==> src/rtl/cplx_frame_acc.sv <==
// Sums LEN complex Q5.11 samples losslessly and emits one saturated result per frame.
// Result valid the cycle after the LEN-th accept; input stalls (in_ready=0) while a result waits.
module cplx_frame_acc #(
  parameter int WIDTH = 16,
  parameter int LEN   = 8,
  parameter int CNT_W = $clog2(LEN),
  parameter int ACC_W = WIDTH + $clog2(LEN)
) (
  input  logic                    clk,
  input  logic                    rst_n,
  input  logic                    clr,
  input  logic                    in_valid,
  output logic                    in_ready,
  input  logic signed [WIDTH-1:0] in_re,
  input  logic signed [WIDTH-1:0] in_im,
  output logic                    out_valid,
  input  logic                    out_ready,
  output logic signed [WIDTH-1:0] out_re,
  output logic signed [WIDTH-1:0] out_im,
  output logic                    out_sat
);

  typedef enum logic {S_ACC, S_OUT} state_t;

  localparam logic signed [ACC_W-1:0] MAXV = {{(ACC_W-WIDTH+1){1'b0}}, {(WIDTH-1){1'b1}}};
  localparam logic signed [ACC_W-1:0] MINV = {{(ACC_W-WIDTH+1){1'b1}}, {(WIDTH-1){1'b0}}};

  state_t                   state, state_nxt;
  logic signed [ACC_W-1:0]  acc_re, acc_im;
  logic signed [ACC_W-1:0]  sum_re, sum_im;
  logic [CNT_W-1:0]         cnt;
  logic                     accept, last, take;
  logic signed [WIDTH-1:0]  sat_re, sat_im;
  logic                     clip_re, clip_im;

  // Returns {clipped, value} with the value clamped to the signed WIDTH range.
  function automatic logic [WIDTH:0] saturate(input logic signed [ACC_W-1:0] v);
    if (v > MAXV)
      return {1'b1, MAXV[WIDTH-1:0]};
    else if (v < MINV)
      return {1'b1, MINV[WIDTH-1:0]};
    else
      return {1'b0, v[WIDTH-1:0]};
  endfunction

  assign accept = in_valid & in_ready;
  assign take   = out_valid & out_ready;
  assign last   = (cnt == CNT_W'(LEN-1));
  assign sum_re = acc_re + {{(ACC_W-WIDTH){in_re[WIDTH-1]}}, in_re};
  assign sum_im = acc_im + {{(ACC_W-WIDTH){in_im[WIDTH-1]}}, in_im};
  assign {clip_re, sat_re} = saturate(sum_re);
  assign {clip_im, sat_im} = saturate(sum_im);

  always_ff @(posedge clk or negedge rst_n) begin
    if (!rst_n)
      state <= S_ACC;
    else
      state <= state_nxt;
  end

  always_comb begin
    state_nxt = state;
    case (state)
      S_ACC:   if (accept && last) state_nxt = S_OUT;
      S_OUT:   if (take)           state_nxt = S_ACC;
      default:                     state_nxt = S_ACC;
    endcase
    if (clr)
      state_nxt = S_ACC;
  end

  always_comb begin
    in_ready  = (state == S_ACC);
    out_valid = (state == S_OUT);
  end

  // clr wins over a same-cycle accept so the sample is dropped with the partial sum.
  always_ff @(posedge clk or negedge rst_n) begin
    if (!rst_n) begin
      acc_re  <= '0;
      acc_im  <= '0;
      cnt     <= '0;
      out_re  <= '0;
      out_im  <= '0;
      out_sat <= 1'b0;
    end else if (clr) begin
      acc_re <= '0;
      acc_im <= '0;
      cnt    <= '0;
    end else if (accept) begin
      if (last) begin
        out_re  <= sat_re;
        out_im  <= sat_im;
        out_sat <= clip_re | clip_im;
        acc_re  <= '0;
        acc_im  <= '0;
        cnt     <= '0;
      end else begin
        acc_re <= sum_re;
        acc_im <= sum_im;
        cnt    <= cnt + CNT_W'(1);
      end
    end
  end

endmodule
==> config.mk <==
export PLATFORM = sky130hd
export DESIGN_NAME = cplx_frame_acc
export DESIGN_NICKNAME = d
export VERILOG_FILES = /design/src/rtl/cplx_frame_acc.sv
export SDC_FILE = /design/constraint.sdc
export NUM_CORES = 1
export LEC_CHECK = 0
export ABC_AREA = 1
export ABC_CLOCK_PERIOD_IN_PS = 3800
export CAP_MARGIN = 25
export CORE_MARGIN = 1
export CORE_UTILIZATION = 40
export DETAILED_ROUTE_END_ITERATION = 16
export HOLD_SLACK_MARGIN = 0.05
export MAX_ROUTING_LAYER = met4
export PLACE_DENSITY = 0.65
export SETUP_SLACK_MARGIN = 0.15
export SYNTH_ARGS = -nofsm -noshare
export SYNTH_HDL_FRONTEND = slang
export SYNTH_SLANG_ARGS = --single-unit
==> constraint.sdc <==
create_clock -name clk -period 3.8 [get_ports clk]
set_input_delay 0.38 -clock clk [delete_from_list [all_inputs] [get_ports clk]]
set_output_delay 0.38 -clock clk [all_outputs]
set_load 0.005 [all_outputs]
# --- After elaboration in Yosys (flattened, before gate mapping) ---
# Index checks and enable logic that the tools add are counted.
classes:
  n_mux: 17
  add_sub_neg: 3
  n_reduce_logical: 3
  magnitude_cmp: 4
  bitwise_logic: 5
  n_eq_ne: 1
ops:
  columns: ["op", "count"]
  rows:
  - ["19-bit 2-to-1 mux", 6]
  - ["17-bit 2-to-1 mux", 4]
  - ["19-bit adder", 2]
  - ["19-bit by 16-bit > comparator with 1-bit output, second input constant", 2]
  - ["19-bit by 16-bit < comparator with 1-bit output, second input constant", 2]
  - ["3-bit 2-to-1 mux", 3]
  - ["3-bit by 1-bit adder with 3-bit output, second input constant", 1]
  - ["3-bit equality test, second input constant", 1]
  - ["1-bit 2-to-1 mux", 3]
  - ["3-bit AND reduction", 1]
  - ["1-bit AND", 2]
  - ["1-bit inverter", 2]
  - ["1-bit case mux with 2 select lines", 1]
  - ["2-bit nonzero test", 1]
  - ["1-bit logical AND", 1]
  - ["1-bit OR", 1]
word_totals:
  ff_bits: 75
  inputBits: 37

# --- Longest topological paths before layout ---
# Gate-level depths: netlist of run 1.
depth:
  ltp_word: 6
  depth_mapped: 18
  mapped_depth_nobuf: 18

# --- Worst setup path before layout of run 1 ---
# Ideal clock, no wire load.
synth_timing:
  kind: "in2reg"
  from: "input in_im[0]"
  to: "register out_im[11]"
  setup_time_ps: 120
  setup_slack_ps: 1554
  t_arrival_ps: 2126
  n_path_buf: 1
  t_required_ps: 3680
  stages: 17
  path_cell_list: "ha_1 fa_1 nand2_1 clkinv_1 nand2_1 nand2_2 nand2_1 nand2_2 nand2_1 nand3b_1 nand2_1 nand3_1 nand2_2 nand2_2 inv_4 buf_8 a21oi_2"
synth_via:
  elab_chain_cells: 4
synth_lines:
  columns: ["element", "line_no", "rtl"]
  rows:
  - ["start: declaration", "15", "input logic signed [WIDTH-1:0] in_im,"]
  - ["19-bit adder *", "50", "assign sum_im = acc_im + {{(ACC_W-WIDTH){in_im[WIDTH-1]}}, in_im};"]
  - ["19-bit by 16-bit < comparator with 1-bit output", "40", "else if (v < MINV)"]
  - ["17-bit 2-to-1 mux", "40", null]
  - ["17-bit 2-to-1 mux *", "38", "if (v > MAXV)"]
  - ["end signal: assignment", "93", "out_im <= sat_im;"]
  - ["end: declaration", "19", "output logic signed [WIDTH-1:0] out_im,"]
# Mark *: on every way between the ends. The rest lies on a longest branch, timed or not.
# A chain may end at the register's enable or synchronous reset.

# --- Worst setup path after layout of run 1 ---
layout_timing:
  from: "input in_re[0]"
  to: "register out_re[3]"
layout_via:
  elab_chain_cells: 4
layout_lines:
  columns: ["element", "line_no", "rtl"]
  rows:
  - ["start: declaration", "14", "input logic signed [WIDTH-1:0] in_re,"]
  - ["19-bit adder *", "49", "assign sum_re = acc_re + {{(ACC_W-WIDTH){in_re[WIDTH-1]}}, in_re};"]
  - ["19-bit by 16-bit < comparator with 1-bit output", "40", null]
  - ["17-bit 2-to-1 mux", "40", null]
  - ["17-bit 2-to-1 mux *", "38", null]
  - ["end signal: assignment", "92", "out_re <= sat_re;"]
  - ["end: declaration", "18", "output logic signed [WIDTH-1:0] out_re,"]
# Marks and branches as above.

==> impl_metrics.tcl, run 1 <==
set metrics [dict create \
    synth.distinct_cells 37 \
    slack_of_the_worst_reg_to_reg_path_ns 1.20 \
    critical_path.max_stage_delay_ns 0.44 \
    max-clock-path-buffers 2 \
    drc 0 \
    finalCritPeriodShare_pct 71.6 \
    cp_slowest_cell "sky130_fd_sc_hd__fa_1" \
    cap_violations 0 \
    timing.setup.critical_path_class "primary input to flip-flop" \
    postRouteAntennaNets 0 \
    grt_setup_unrepaired "false" \
    synth.area.top_cells "sky130_fd_sc_hd__dfrtp_1 36%, sky130_fd_sc_hd__nand2_1 15%, sky130_fd_sc_hd__ha_1 9.0%, sky130_fd_sc_hd__nand3_1 4.6%, sky130_fd_sc_hd__inv_1 4.6%" \
    net_count_synth 777 \
    detailroute.via_count 4815 \
    detail_route.wl_per_cell_microns 14.5 \
    worstReg2RegStart "acc_re[0]" \
    timing.reg2reg.worst_path_depth 14 \
    cts_num_sinks 75 \
    htree_num_levels 3 \
    clock_root_buffer "sky130_fd_sc_hd__clkbuf_16" \
    cts.repair.resized 0 \
    post-synth-top-area-fraction_pct 35.6 \
    hold_ws_ns 0.382 \
    buffer_ports.inserted 71 \
    syn_avg_cell_area_sq_um 7.54 \
    fin_skew_ns 0.00479 \
    antenna_found_initial 0 \
    clkLatencyLatePin_ns 0.35 \
    leakage_power_nw 3.31 \
    initial_utilization_pct 41.5 \
    grt_start_max_net_pins 76 \
    global_routing_usage_on_met1_pct 26.1 \
    timing.final.setup_violations 0 \
    cp.arrival_ns 2.93 \
    ys_dominant_reg_cell "sky130_fd_sc_hd__dfrtp_1" \
    worst_ir_drop_vdd_mv 0.230 \
    gr-usage-met2_pct 38.6 \
    nets 847 \
    tritoncts "built" \
    critical_path.endpoint "out_re[3]" \
    use_met3_pct 3.24 \
    numCtsBuffers 9 \
    number_of_enable_flip_flop_cells_after_synthesis 0 \
    mappedNetlistArea_sq_mm 0.00528 \
    top_usage_layer "met2" \
    cp_endpoint_kind "flip-flop" \
    synth_area_leader_cell "sky130_fd_sc_hd__dfrtp_1" \
    synthCells 700 \
    antenna_cells_inserted 0 \
    p_per_area_mw_per_mm2 446 \
    max_slew_margin_pct 66.1 \
    timing_hold_violations_final 0 \
    ys_seq_area_share_pct 35.6 \
    design.core.area_sq_mm 0.0127 \
    die_width_microns 117 \
    worst_setup_hold_path_clk_slew_ns 0.05 \
    worst_slew_pin_slew_ns 0.508 \
    cp-start-kind "primary input" \
    crit_path_start "in_re[0]" \
    synth_async_sr_flop_share_pct 100 \
    fmaxAchievable_ghz 0.367 \
    tns_ns 0 \
    hp-class "primary input to asynchronous set/reset pin" \
    critical_path_peak_fanout 13 \
    wl_mm 13.7 \
    yosys_warnings 0 \
    detail_route.iter0.violations 243 \
    final-max-slew-violation-count 0 \
    detailedPlacementHpwl_mm 10.4 \
    rows 41 \
    grt_pass1_vias 4862 \
    vias_per_inst 5.08 \
    worst_r2r_end "out_re[3]" \
    place_congestion 0.924 \
    ioPinCount 72 \
    gr-usage-all-layers_pct 22.6 \
    crit_path_frequent_cell "sky130_fd_sc_hd__nand2_1" \
    run_status "finished clean" \
    worst-endpoint-required_ns 4.00 \
    syn2layout_area_growth_pct 22.7 \
    synth_top_cells_by_count "212 x sky130_fd_sc_hd__nand2_1, 75 x sky130_fd_sc_hd__dfrtp_1, 64 x sky130_fd_sc_hd__inv_1" \
    dieArea_sq_mm 0.0137 \
    drtPass1Iterations 5 \
    grt_first_pass_wirelength_mm 23.0 \
    worst_path_cell_chain "clkdlybuf4s50_1 > ha_1 > fa_1 > nand3_1 > nand2_1 > nand2_1 > nand2_1 > nand2_1 > nand2_1 > nand2_1 > nand2_1 > nand2_1 > nand2_2 > a21oi_4 > a21oi_1" \
    synth_seq_cells 75 \
    gr-total-overflow 0 \
    period_minus_slack_ns 2.72 \
    leading_cell_type_by_number_of_instances_after_synthesis "sky130_fd_sc_hd__nand2_1" \
    dieHeight_microns 117 \
    final_layout_size_suffix_gt1_share_pct 9.94 \
]
-- metrics by stage --
stage	utilization, %	worst slack, ns	power (W)	area (sq um)	instances
2_1_floorplan	-	1.55	0.00172	5280	700
3_3_place_gp	48.2	0.789	0.00198	6130	929
3_5_place_dp	48.2	0.733	0.00199	6130	929
4_1_cts	50.6	1.11	0.00290	6430	945
5_1_grt	50.9	0.846	0.00309	6470	947
6_report	50.9	1.08	0.00289	6470	947
-- placed cells by master (no fill, tap or decap), drive strengths merged --
cell and n:
dfrtp 75, clkbuf 15, nand3b 3, nor3 2
clkdlybuf4s50 70, a31oi 4, ha 38, fa 2
xnor2 13, and2 1, nand4 4, or2 1
a32o 17, nor2 63, nand3 49, clkinv 1
dlygate4sd3 1, bufinv 1, o21bai 3, buf 7
a21oi 60, o21ai 22, and3 3, nand2 233
nor4 1, inv 71, xor2 14, o31ai 1
-- how the worst min path moves through the flow --
stage                     cells after the start         end      start  slack (ns)
after floorplan                               0   acc_im[0]      rst_n        0.08
after global placement                        2   out_re[1]  out_re[1]        0.47
after detailed placement                      2   out_re[1]  out_re[1]        0.48
after CTS                                     1  out_im[12]      rst_n        0.23
after global routing                          2  out_im[11]      rst_n        0.39
final                                         2  out_im[12]      rst_n        0.38
-- where the power goes --
| part | switching [W] | internal (W) |
|---|---|---|
| clock | 0.000339 | 0.000564 |
| combinational | 0.000703 | 0.000377 |
| sequential | 0.0000408 | 0.000865 |
| total | 0.00108 | 0.00181 |
-- per-layer routing --
metal  up-vias  share of wire (%)
met1      2260                 44
met4         0                3.4
li1       2425                  -
met2       103                 49
met3        27                3.7
met5         -                  0
-- state kept, by name (all words and copies together) (netlist names) --
register,count
acc_im,19
acc_re,19
cnt,3
out_im,16
out_re,16
out_sat,1
out_valid,1
-- critical path, delay by kind of cell --
kind / cells / cell delay [ns]
AND/OR/NAND/NOR: 10 / 0.84
buffers and inverters: 1 / 0.43
AO/OA/AOI/OAI: 2 / 0.56
adder cells (fa/ha/maj): 2 / 0.70
-- repair_timing --
action,CTS,global route
buffers inserted,0,0
endpoints found under the setup margin,0,0
hold endpoints to repair,0,4
hold buffers,0,1
-- cell type report --
type / count / area (sq um)
Clock buffer: 15 / 278
Clock inverter: 1 / 30.0
Multi-Input combinational cell: 534 / 3020
Sequential cell: 75 / 1880
Timing Repair Buffer: 78 / 783
Fill cell: 1305 / 6250
Inverter: 72 / 273
Tap cell: 172 / 215
-- logic make-up (layout without fill, tap and decap cells) --
family | Yosys count | count (layout) | synth area share (%)
and+or+nand+nor | 360 | 360 | 29.0
buffers and inverters | 91 | 166 | 7.28
xor gates and xnor gates | 27 | 27 | 4.48
adders and majority gates | 40 | 40 | 9.77
AOI/OAI and AO/OA | 107 | 107 | 13.9
DFF | 75 | 75 | 35.6
No activity file was read; power rests on OpenSTA's default activity.
==> run 2: changes to the inputs <==
- ABC_CLOCK_PERIOD_IN_PS: 3800 -> 2710
- clock period: 3.8 -> 2.71 ns (I/O delays scaled with it)
==> run 2 against run 1 <==
Effect of this change: critical path depth decreased by 2; cell count is 2.5% higher; clock power is 42% higher; highest routed layer unchanged.
==> impl_metrics.tcl, run 2 (same netlist as run 1, synthesis figures left out) <==
set metrics [dict create \
    worst_ir_drop_vdd_mv 0.277 \
    vias_per_inst 5.07 \
    critical_path.max_stage_delay_ns 0.51 \
    timing.final.setup_violations 0 \
    detail_route.iter0.violations 293 \
    critical-path-top-delay-family "simple AND/OR/NAND/NOR gates" \
    detailroute.via_count 4926 \
    dieArea_sq_mm 0.0137 \
    fmaxAchievable_ghz 0.425 \
    cap_violations 0 \
    postRouteAntennaNets 0 \
    final-max-slew-violation-count 0 \
    num-fill-cells 1251 \
    cp_slowest_cell "sky130_fd_sc_hd__clkdlybuf4s50_1" \
    final_cell_mix "212 x sky130_fd_sc_hd__nand2_1, 75 x sky130_fd_sc_hd__dfrtp_1, 70 x sky130_fd_sc_hd__clkdlybuf4s50_1" \
    antenna_cells_inserted 0 \
    drc 0 \
    design.core.area_sq_mm 0.0127 \
    layout.cells.most_common "sky130_fd_sc_hd__nand2_1" \
    timing.setup.critical_path_class "primary input to flip-flop" \
    clkLatencyLatePin_ns 0.35 \
    placed_area_sq_mm 0.00634 \
    worst-endpoint-required_ns 2.94 \
    max-clock-path-buffers 2 \
    numCtsBuffers 9 \
    hp-class "primary input to asynchronous set/reset pin" \
    grt_first_pass_wirelength_mm 23.3 \
    cts_post_setup_buffers_inserted 0 \
    final_area_sq_mm 0.00672 \
    finalCritPeriodShare_pct 86.8 \
    drtPass1Iterations 5 \
    tritoncts "built" \
    cp-start-kind "primary input" \
    ioPinCount 72 \
    detailedPlacementHpwl_mm 10.6 \
    run_status "finished clean" \
    crit_path_frequent_cell "sky130_fd_sc_hd__nand2_1" \
    hold_ws_ns 0.363 \
    slack_of_the_worst_reg_to_reg_path_ns 0.39 \
    p_per_area_mw_per_mm2 629 \
    clock_root_buffer "sky130_fd_sc_hd__clkbuf_16" \
    max_slew_margin_pct 66.7 \
    buffer_ports.inserted 71 \
    critical_path_peak_fanout 7 \
    timing_hold_violations_final 0 \
    leakage_power_nw 3.45 \
    fin_skew_ns 0.0156 \
    dieHeight_microns 117 \
    worst_slack_placed_ns -0.0591 \
    layout_top_registers "acc_im (19), acc_re (19)" \
    htree_num_levels 3 \
    worst_slew_pin_slew_ns 0.498 \
    detail_route.wl_per_cell_microns 14.6 \
    gr-total-overflow 0 \
    post-route-worst-setup-slack_ns 0.357 \
    syn2layout_area_growth_pct 27.3 \
    nets 871 \
    cp_endpoint_kind "flip-flop" \
    final_layout_size_suffix_gt1_share_pct 13.1 \
    initial_utilization_pct 41.5 \
    grt_setup_unrepaired "false" \
    cts_num_sinks 75 \
    die_width_microns 117 \
    antenna_found_initial 0 \
    grt_start_max_net_pins 76 \
    period_minus_slack_ns 2.35 \
    cp.arrival_ns 2.58 \
    worst_path_cell_chain "clkdlybuf4s50_1 > ha_1 > nand2_1 > inv_1 > nand3_1 > nor2_1 > nand4_1 > nand3_1 > nand2_1 > nand2_1 > nand2_4 > nand2_1 > a21oi_2" \
    worst_setup_hold_path_clk_slew_ns 0.07 \
    cp.buffers_inverters 2 \
    place_congestion 0.943 \
    wl_mm 14.2 \
    rows 41 \
    gr-usage-all-layers_pct 23.2 \
    grt_pass1_vias 4939 \
]
==> run 2: cell types whose count changed in the layout (fill, tap and decap cells not counted), sizes merged <==
cell	previous run	this run
buf	7	30
clkbuf	15	9
inv	71	75
clkinv	1	2
clkinvlp	0	1
nand2	233	234
==> run 2: layout make-up <==
| class | count | area, sq um | share of cell area, % |
|---|---|---|---|
| Timing Repair Buffer | 101 | 993 | 14.8 |
| Inverter | 72 | 278 | 4.14 |
| Clock inverter | 7 | 83.8 | 1.25 |
| Multi-Input combinational cell | 535 | 3040 | 45.3 |
| Tap cell | 172 | 215 | 3.20 |
| Sequential cell | 75 | 1880 | 27.9 |
| Clock buffer | 9 | 225 | 3.35 |
==> run 2: worst reg2reg max path: stages, from the launching register on <==
cell                       delay, ns
sky130_fd_sc_hd__dfrtp_1        0.38
sky130_fd_sc_hd__ha_1           0.21
sky130_fd_sc_hd__fa_2           0.35
sky130_fd_sc_hd__nand2_1        0.08
sky130_fd_sc_hd__clkinv_1       0.07
sky130_fd_sc_hd__nand2_1        0.07
sky130_fd_sc_hd__nand2_2        0.06
sky130_fd_sc_hd__nand2_1        0.07
sky130_fd_sc_hd__nand2_2        0.06
sky130_fd_sc_hd__nand2_1        0.08
sky130_fd_sc_hd__nand2_1        0.05
sky130_fd_sc_hd__nand2_1        0.05
sky130_fd_sc_hd__nand2_1        0.09
sky130_fd_sc_hd__nor2_2         0.16
sky130_fd_sc_hd__nand2_4        0.12
sky130_fd_sc_hd__nand2_4        0.13
sky130_fd_sc_hd__nand2_1        0.09
sky130_fd_sc_hd__a21oi_2        0.13
==> run 2: worst paths after layout <==
kind                                start    endpoint  depth (start not counted)
worst max-delay path            in_im[15]  out_im[14]                         13
worst min-delay path                rst_n  out_re[13]                          2
worst max register to register  acc_im[0]  out_im[14]                         17
worst min register to register  out_re[1]   out_re[1]                          2
max in group asynchronous           rst_n   out_re[0]                          3
min in group clk                out_re[1]   out_re[1]                          2
==> run 2: power breakdown <==
part / total [W] / switching [W] / internal (W)
combinational: 0.00167 / 0.00104 / 0.000637
sequential: 0.00127 / 0.0000619 / 0.00121
clock: 0.00128 / 0.000546 / 0.000732
total: 0.00422 / 0.00164 / 0.00258
==> run 2: stage by stage <==
stage	TNS, ns	power, W	instances	util (%)
2_1_floorplan	0	0.00242	700	-
3_5_place_dp	-0.309	0.00292	952	49.8
3_3_place_gp	-0.137	0.00290	952	49.8
5_1_grt	0	0.00450	971	52.8
4_1_cts	0	0.00421	968	52.2
6_report	0	0.00422	971	52.8
==> run 2: per-layer routing <==
layer | vias to the layer above | wire, microns | GRT usage [%]
li1 | 2477 | - | -
met1 | 2308 | 6240 | 26.9
met2 | 118 | 7100 | 40.6
met3 | 23 | 498 | 2.32
met4 | 0 | 363 | 10.3
met5 | - | 0 | -
==> run 2: repair_timing <==
item                       4_1_cts  5_1_grt
hold buffers                     0        1
hold endpoints to repair         0       23
resized for setup                0        5
setup endpoints to repair        0       14
